===== config.mk =====
export PLATFORM = sky130hd
export DESIGN_NAME = mac_preactivation
export DESIGN_NICKNAME = d
export VERILOG_FILES = /design/src/rtl/mac_preactivation.sv
export SDC_FILE = /design/constraint.sdc
export NUM_CORES = 1
export LEC_CHECK = 0
export BUFFER_PORTS_ARGS = -buffer_cell sky130_fd_sc_hd__clkbuf_2
export CORE_UTILIZATION = 30
export CTS_BUF_LIST = sky130_fd_sc_hd__clkbuf_4
export DETAILED_ROUTE_END_ITERATION = 8
export PLACE_DENSITY_LB_ADDON = 0.05
export SKIP_LAST_GASP = 1
export SLEW_MARGIN = 20
export SYNTH_ARGS = -nofsm -noshare
export SYNTH_HDL_FRONTEND = slang
export SYNTH_SLANG_ARGS = --single-unit

===== constraint.sdc =====
create_clock -name clock -period 10.6 [get_ports clock]
set_input_delay 2.12 -clock clock [delete_from_list [all_inputs] [get_ports clock]]
set_output_delay 2.12 -clock clock [all_outputs]
set_load 0.05 [all_outputs]

===== src/rtl/mac_preactivation.sv =====
// Streaming multiply-accumulate producing one rounded, saturated pre-activation per VEC_LEN beats.
// Optional macro MAC_PREACTIVATION_SAT_FLAG_EN adds the out_sat clip flag.
module mac_preactivation #(
    parameter int unsigned W_X     = 8,
    parameter int unsigned X_F     = 6,
    parameter int unsigned W_W     = 8,
    parameter int unsigned W_F     = 6,
    parameter int unsigned VEC_LEN = 16,
    parameter int unsigned W_IN    = 8,
    parameter int unsigned IN_I    = 3
) (
    input  logic                   clock,
    input  logic                   resetn,
    input  logic                   clear,
    input  logic                   in_valid,
    output logic                   in_ready,
    input  logic signed [W_X-1:0]  in_x,
    input  logic signed [W_W-1:0]  in_w,
    input  logic signed [W_IN-1:0] in_bias,
    output logic                   out_valid,
    input  logic                   out_ready,
    output logic        [W_IN-1:0] out_data
`ifdef MAC_PREACTIVATION_SAT_FLAG_EN
    ,
    output logic                   out_sat
`endif
);

    localparam int unsigned IN_F  = W_IN - IN_I;
    localparam int unsigned PF    = X_F + W_F;
    localparam int unsigned SH    = PF - IN_F;
    localparam int unsigned P_W   = W_X + W_W;
    localparam int unsigned CNT_W = $clog2(VEC_LEN);
    localparam int unsigned ACC_W = P_W + CNT_W + 1;
    localparam int unsigned R_W   = ACC_W + 1;

    localparam logic signed [R_W-1:0] MAX_V = R_W'((1 << (W_IN - 1)) - 1);
    localparam logic signed [R_W-1:0] MIN_V = ~MAX_V;

    typedef enum logic {ST_ACC, ST_OUT} state_t;

    state_t                   state_q;
    logic [CNT_W-1:0]         cnt_q;
    logic signed [ACC_W-1:0]  acc_q;
    logic signed [ACC_W-1:0]  acc_d;
    logic signed [P_W-1:0]    prod;
    logic signed [ACC_W-1:0]  bias_al;
    logic signed [R_W-1:0]    res;
    logic                     sat_hi;
    logic                     sat_lo;
    logic                     last_beat;
    logic                     out_valid_q;
    logic [W_IN-1:0]          out_data_q;
    logic [W_IN-1:0]          out_data_d;

    // Running sum including this beat; beat 0 restarts from the aligned bias.
    always_comb begin
        prod      = P_W'(in_x) * P_W'(in_w);
        bias_al   = ACC_W'(in_bias) <<< SH;
        acc_d     = ((cnt_q == '0) ? bias_al : acc_q) + ACC_W'(prod);
        last_beat = (cnt_q == CNT_W'(VEC_LEN - 1));
    end

    // Round half up into the output fraction; one spare bit absorbs the rounding add.
    generate
        if (SH > 0) begin : g_round
            localparam logic signed [R_W-1:0] HALF = R_W'(1) <<< (SH - 1);
            logic signed [R_W-1:0] sum_rnd;
            assign sum_rnd = R_W'(acc_d) + HALF;
            assign res     = sum_rnd >>> SH;
        end else begin : g_no_round
            assign res = R_W'(acc_d);
        end
    endgenerate

    always_comb begin
        sat_hi     = (res > MAX_V);
        sat_lo     = (res < MIN_V);
        out_data_d = res[W_IN-1:0];
        if (sat_hi) begin
            out_data_d = {1'b0, {(W_IN - 1){1'b1}}};
        end else if (sat_lo) begin
            out_data_d = {1'b1, {(W_IN - 1){1'b0}}};
        end
    end

`ifdef MAC_PREACTIVATION_SAT_FLAG_EN
    logic sat_q;
    assign out_sat = sat_q;
`endif

    // Control FSM; clear outranks everything except reset.
    always_ff @(posedge clock or negedge resetn) begin
        if (!resetn) begin
            state_q     <= ST_ACC;
            cnt_q       <= '0;
            acc_q       <= '0;
            out_valid_q <= 1'b0;
            out_data_q  <= '0;
`ifdef MAC_PREACTIVATION_SAT_FLAG_EN
            sat_q       <= 1'b0;
`endif
        end else if (clear) begin
            state_q     <= ST_ACC;
            cnt_q       <= '0;
            out_valid_q <= 1'b0;
        end else begin
            case (state_q)
                ST_ACC: begin
                    if (in_valid) begin
                        if (last_beat) begin
                            state_q     <= ST_OUT;
                            cnt_q       <= '0;
                            out_valid_q <= 1'b1;
                            out_data_q  <= out_data_d;
`ifdef MAC_PREACTIVATION_SAT_FLAG_EN
                            sat_q       <= sat_hi | sat_lo;
`endif
                        end else begin
                            acc_q <= acc_d;
                            cnt_q <= cnt_q + CNT_W'(1);
                        end
                    end
                end
                ST_OUT: begin
                    if (out_ready) begin
                        state_q     <= ST_ACC;
                        out_valid_q <= 1'b0;
                    end
                end
                default: state_q <= ST_ACC;
            endcase
        end
    end

    assign in_ready  = (state_q == ST_ACC);
    assign out_valid = out_valid_q;
    assign out_data  = out_data_q;

endmodule


==> results.cfg <==
[clock_tree]
clock_path_buffers = 2
clock_latency_ns = 0.36
htreeDepth = 2
cts-root-buf = clkbuf_4
cts_tree = done
hold_buffers = 0
clock_sinks = 35
post-cts-setup-buffer-count = 0
path_clk_slew_ns = 0.11
cts_resized = 0
numCtsBuffers = 5

[worst_hold_path]
min_path_cells = 2
hold_path_class = register to register
hp-start = acc_q[20]$_DFFE_PN0P_
hold_end = acc_q[20]$_DFFE_PN0P_

[floorplanning]
core_area_sq_mm = 0.01953
die_area_sq_mm = 0.02055
die_h_um = 143.3
initial_utilization_pct = 30.69
die_w_um = 143.3
ios = 39
rows = 51

[detailed_routing]
wl_mm = 15.29
viasPerCell = 4.768
first_pass_iters = 4
first_iter_violations = 135
drcViolationCount = 0
ant_nets = 0
vias = 4401
wire_per_inst_um = 16.56

[synthesis]
synth_area_sq_mm = 0.005993
ys.flop_type = dfrtp_1
yosysSeqAreaShare_pct = 14.61
synthCells = 627
synthSimpleGateAreaFrac_pct = 15.80
syn_avg_cell_area_sq_um = 9.559
ys_top_cells_by_area = fa_1, dfrtp_1, ha_1
synth_fa_ha_area_share_pct = 41.38
synth_compound_area_share_pct = 12.82
synth_xor_area_share_pct = 3.674
ys_ff_latch = 35
synth_cell_type_count = 65
muxShareOfSynthArea_pct = 4.551
synth_top_area_share_pct = 30.73
synthArstFlopShare_pct = 100.0
yosysWarnings = 0
syn-num-nets = 799
synth_edf_count = 0
synth_top_family_by_area = adder cells
synth_top_area_cell = fa_1

[worst_setup_path]
crit_buf_inv = 3
crit_family = adder cells
r2r_slack_ns = 3.12
cp-end-kind = register
max_stage_delay_ns = 0.57
r2r_start = cnt_q[0]$_DFFE_PN0P_
critPathRequiredTime_ns = 10.88
crit_top_cell = fa_1
r2r-end = out_data[6]$_DFFE_PN0P_
worstSetupStartpointType = input port
crit_type = input port to register
cpMaxStageDelayCell = inv_1
path_cells = clkbuf_2 > and2_1 > inv_1 > fa_1 > inv_1 > fa_1 > fa_1 > fa_1 > fa_1 > ha_1 > o21a_1 > a2111oi_4 > o211ai_2 > a2111oi_4 > nand4_1 > xnor2_1 > nor4_2 > o21ai_0 > a21oi_1
crit_fanout = 13
ff2ff_path_depth = 22
arrival_ns = 8.74

[final_layout]
area_growth_pct = 8.873
antenna_cells = 0
nets = 830
drive_above_1_share_pct = 12.01
n_fill_cell = 2097

[sta]
worst_slew_pin_slew_ns = 1.052
final_hold_viol_count = 0
fin_crit_sh_pct = 79.85
relSlewSlack_pct = 29.68
rsz0062_at_grt = no
setup_violations = 0
fmax_ghz = 0.1181
finClkSkew_ns = 0.01455
setup_ws_ns = 2.136
fin_tns_setup_ns = 0
min_period_ns = 8.464
slew_viol_final = 0

[global_route]
track_usage_pct = 16.57
grt.overflow.total = 0
grt_pass1_vias = 4930
grt_pass1_wl_mm = 26.22
grt_max_degree = 36
antenna_found_initial = 0

[placed_design]
gp_congestion = 0.8091
dp_hpwl_mm = 12.89
port_buffers = 38
dpl_worst_slack_ns = 1.751

[run_status]
run_status = completed

[job]
maxCapViolCount = 0
-- worst min-delay path, cell delays in order (launching register included) --
cell	delay, ns
dfrtp_1	0.37
nand2_1	0.05
o21ai_0	0.06
-- through the flow --
stage / util (%) / hold WS [ns] / area [sq um] / std cells
4_1_cts: 33.42 / 0.5031 / 6525 / 923
3_3_place_gp: 33.03 / 0.4754 / 6450 / 916
6_report: 33.42 / 0.4973 / 6525 / 923
2_1_floorplan: - / 0.4496 / 5993 / 627
3_5_place_dp: 33.03 / 0.4756 / 6450 / 916
5_1_grt: 33.42 / 0.5429 / 6525 / 923
-- flip-flops by register name, indices dropped and copies added, names as in the netlist --
register,count
acc_q,21
out_valid,1
state_q,1
out_data,8
cnt_q,4
-- cells by family after synthesis --
logic type	Yosys count
simple gates	182
fa+ha+maj	143
buf+inv	110
compound gates	109
flops	35
mux	25
xor+xnor	23
-- final cells by class --
| cell class | count | area, sq um | share of cell area [%] |
|---|---|---|---|
| Sequential cell | 35 | 875.8 | 13.42 |
| Timing Repair Buffer | 39 | 197.7 | 3.030 |
| Multi-Input combinational cell | 482 | 4688 | 71.85 |
| Tap cell | 265 | 331.6 | 5.081 |
| Clock inverter | 1 | 30.03 | 0.4602 |
| Inverter | 95 | 356.6 | 5.465 |
| Clock buffer | 6 | 45.04 | 0.6903 |
-- layer usage --
metal	track usage, %	vias up	part of all wire [%]	wire [um]
li1	-	2143	-	-
met1	22.53	2154	49	7450
met2	27.70	77	47	7111
met3	2.333	27	2.9	437
met4	4.031	0	1.9	290
met5	0	-	0	0
-- worst max-delay path by stage --
stage,startpoint,to,depth (start not counted)
after floorplan,in_w[0],out_data[1]$_DFFE_PN0P_,18
after global placement,in_w[0],out_data[2]$_DFFE_PN0P_,19
after detailed placement,in_w[0],out_data[2]$_DFFE_PN0P_,19
after CTS,in_w[0],out_data[4]$_DFFE_PN0P_,19
after global routing,in_w[0],out_data[4]$_DFFE_PN0P_,19
final,in_w[0],out_data[6]$_DFFE_PN0P_,19
-- Yosys cell counts, drive strengths merged (2+ instances only) --
master    n
inv      94
fa       92
nand2    53
ha       51
and2     41
dfrtp    35
nor2     31
a21oi    30
o21ai    25
mux2     18
xnor2    18
nor3     12
clkbuf    9
a211oi    8
mux2i     7
buf       6
nand3     6
o211ai    6
or2       6
and3      5
nand4     5
xor2      5
a211o     4
a21boi    4
o21a      4
a2111oi   3
a21o      3
nand2b    3
nor3b     3
nor4      3
o21bai    3
o22ai     3
a31oi     2
nand3b    2
nor2b     2
nor4b     2
o2111a    2
o311ai    2
o31ai     2
or3       2
or4       2
-- placed cells by master, fill, tap and decap left out, types with 6 or more instances in the layout --
cell type and instances:
xnor2_1 17, clkbuf_2 37, o21ai_0 20, a21oi_1 30
inv_1 94, ha_1 51, mux2i_1 7, dfrtp_1 35
fa_1 92, nand3_1 6, nand2_1 53, and2_1 41
clkbuf_4 6, nor3_1 12, nor2_1 31, mux2_2 18
Power is not shown: default switching activity piles up to over one toggle a cycle in this logic, so the estimate is an artifact.
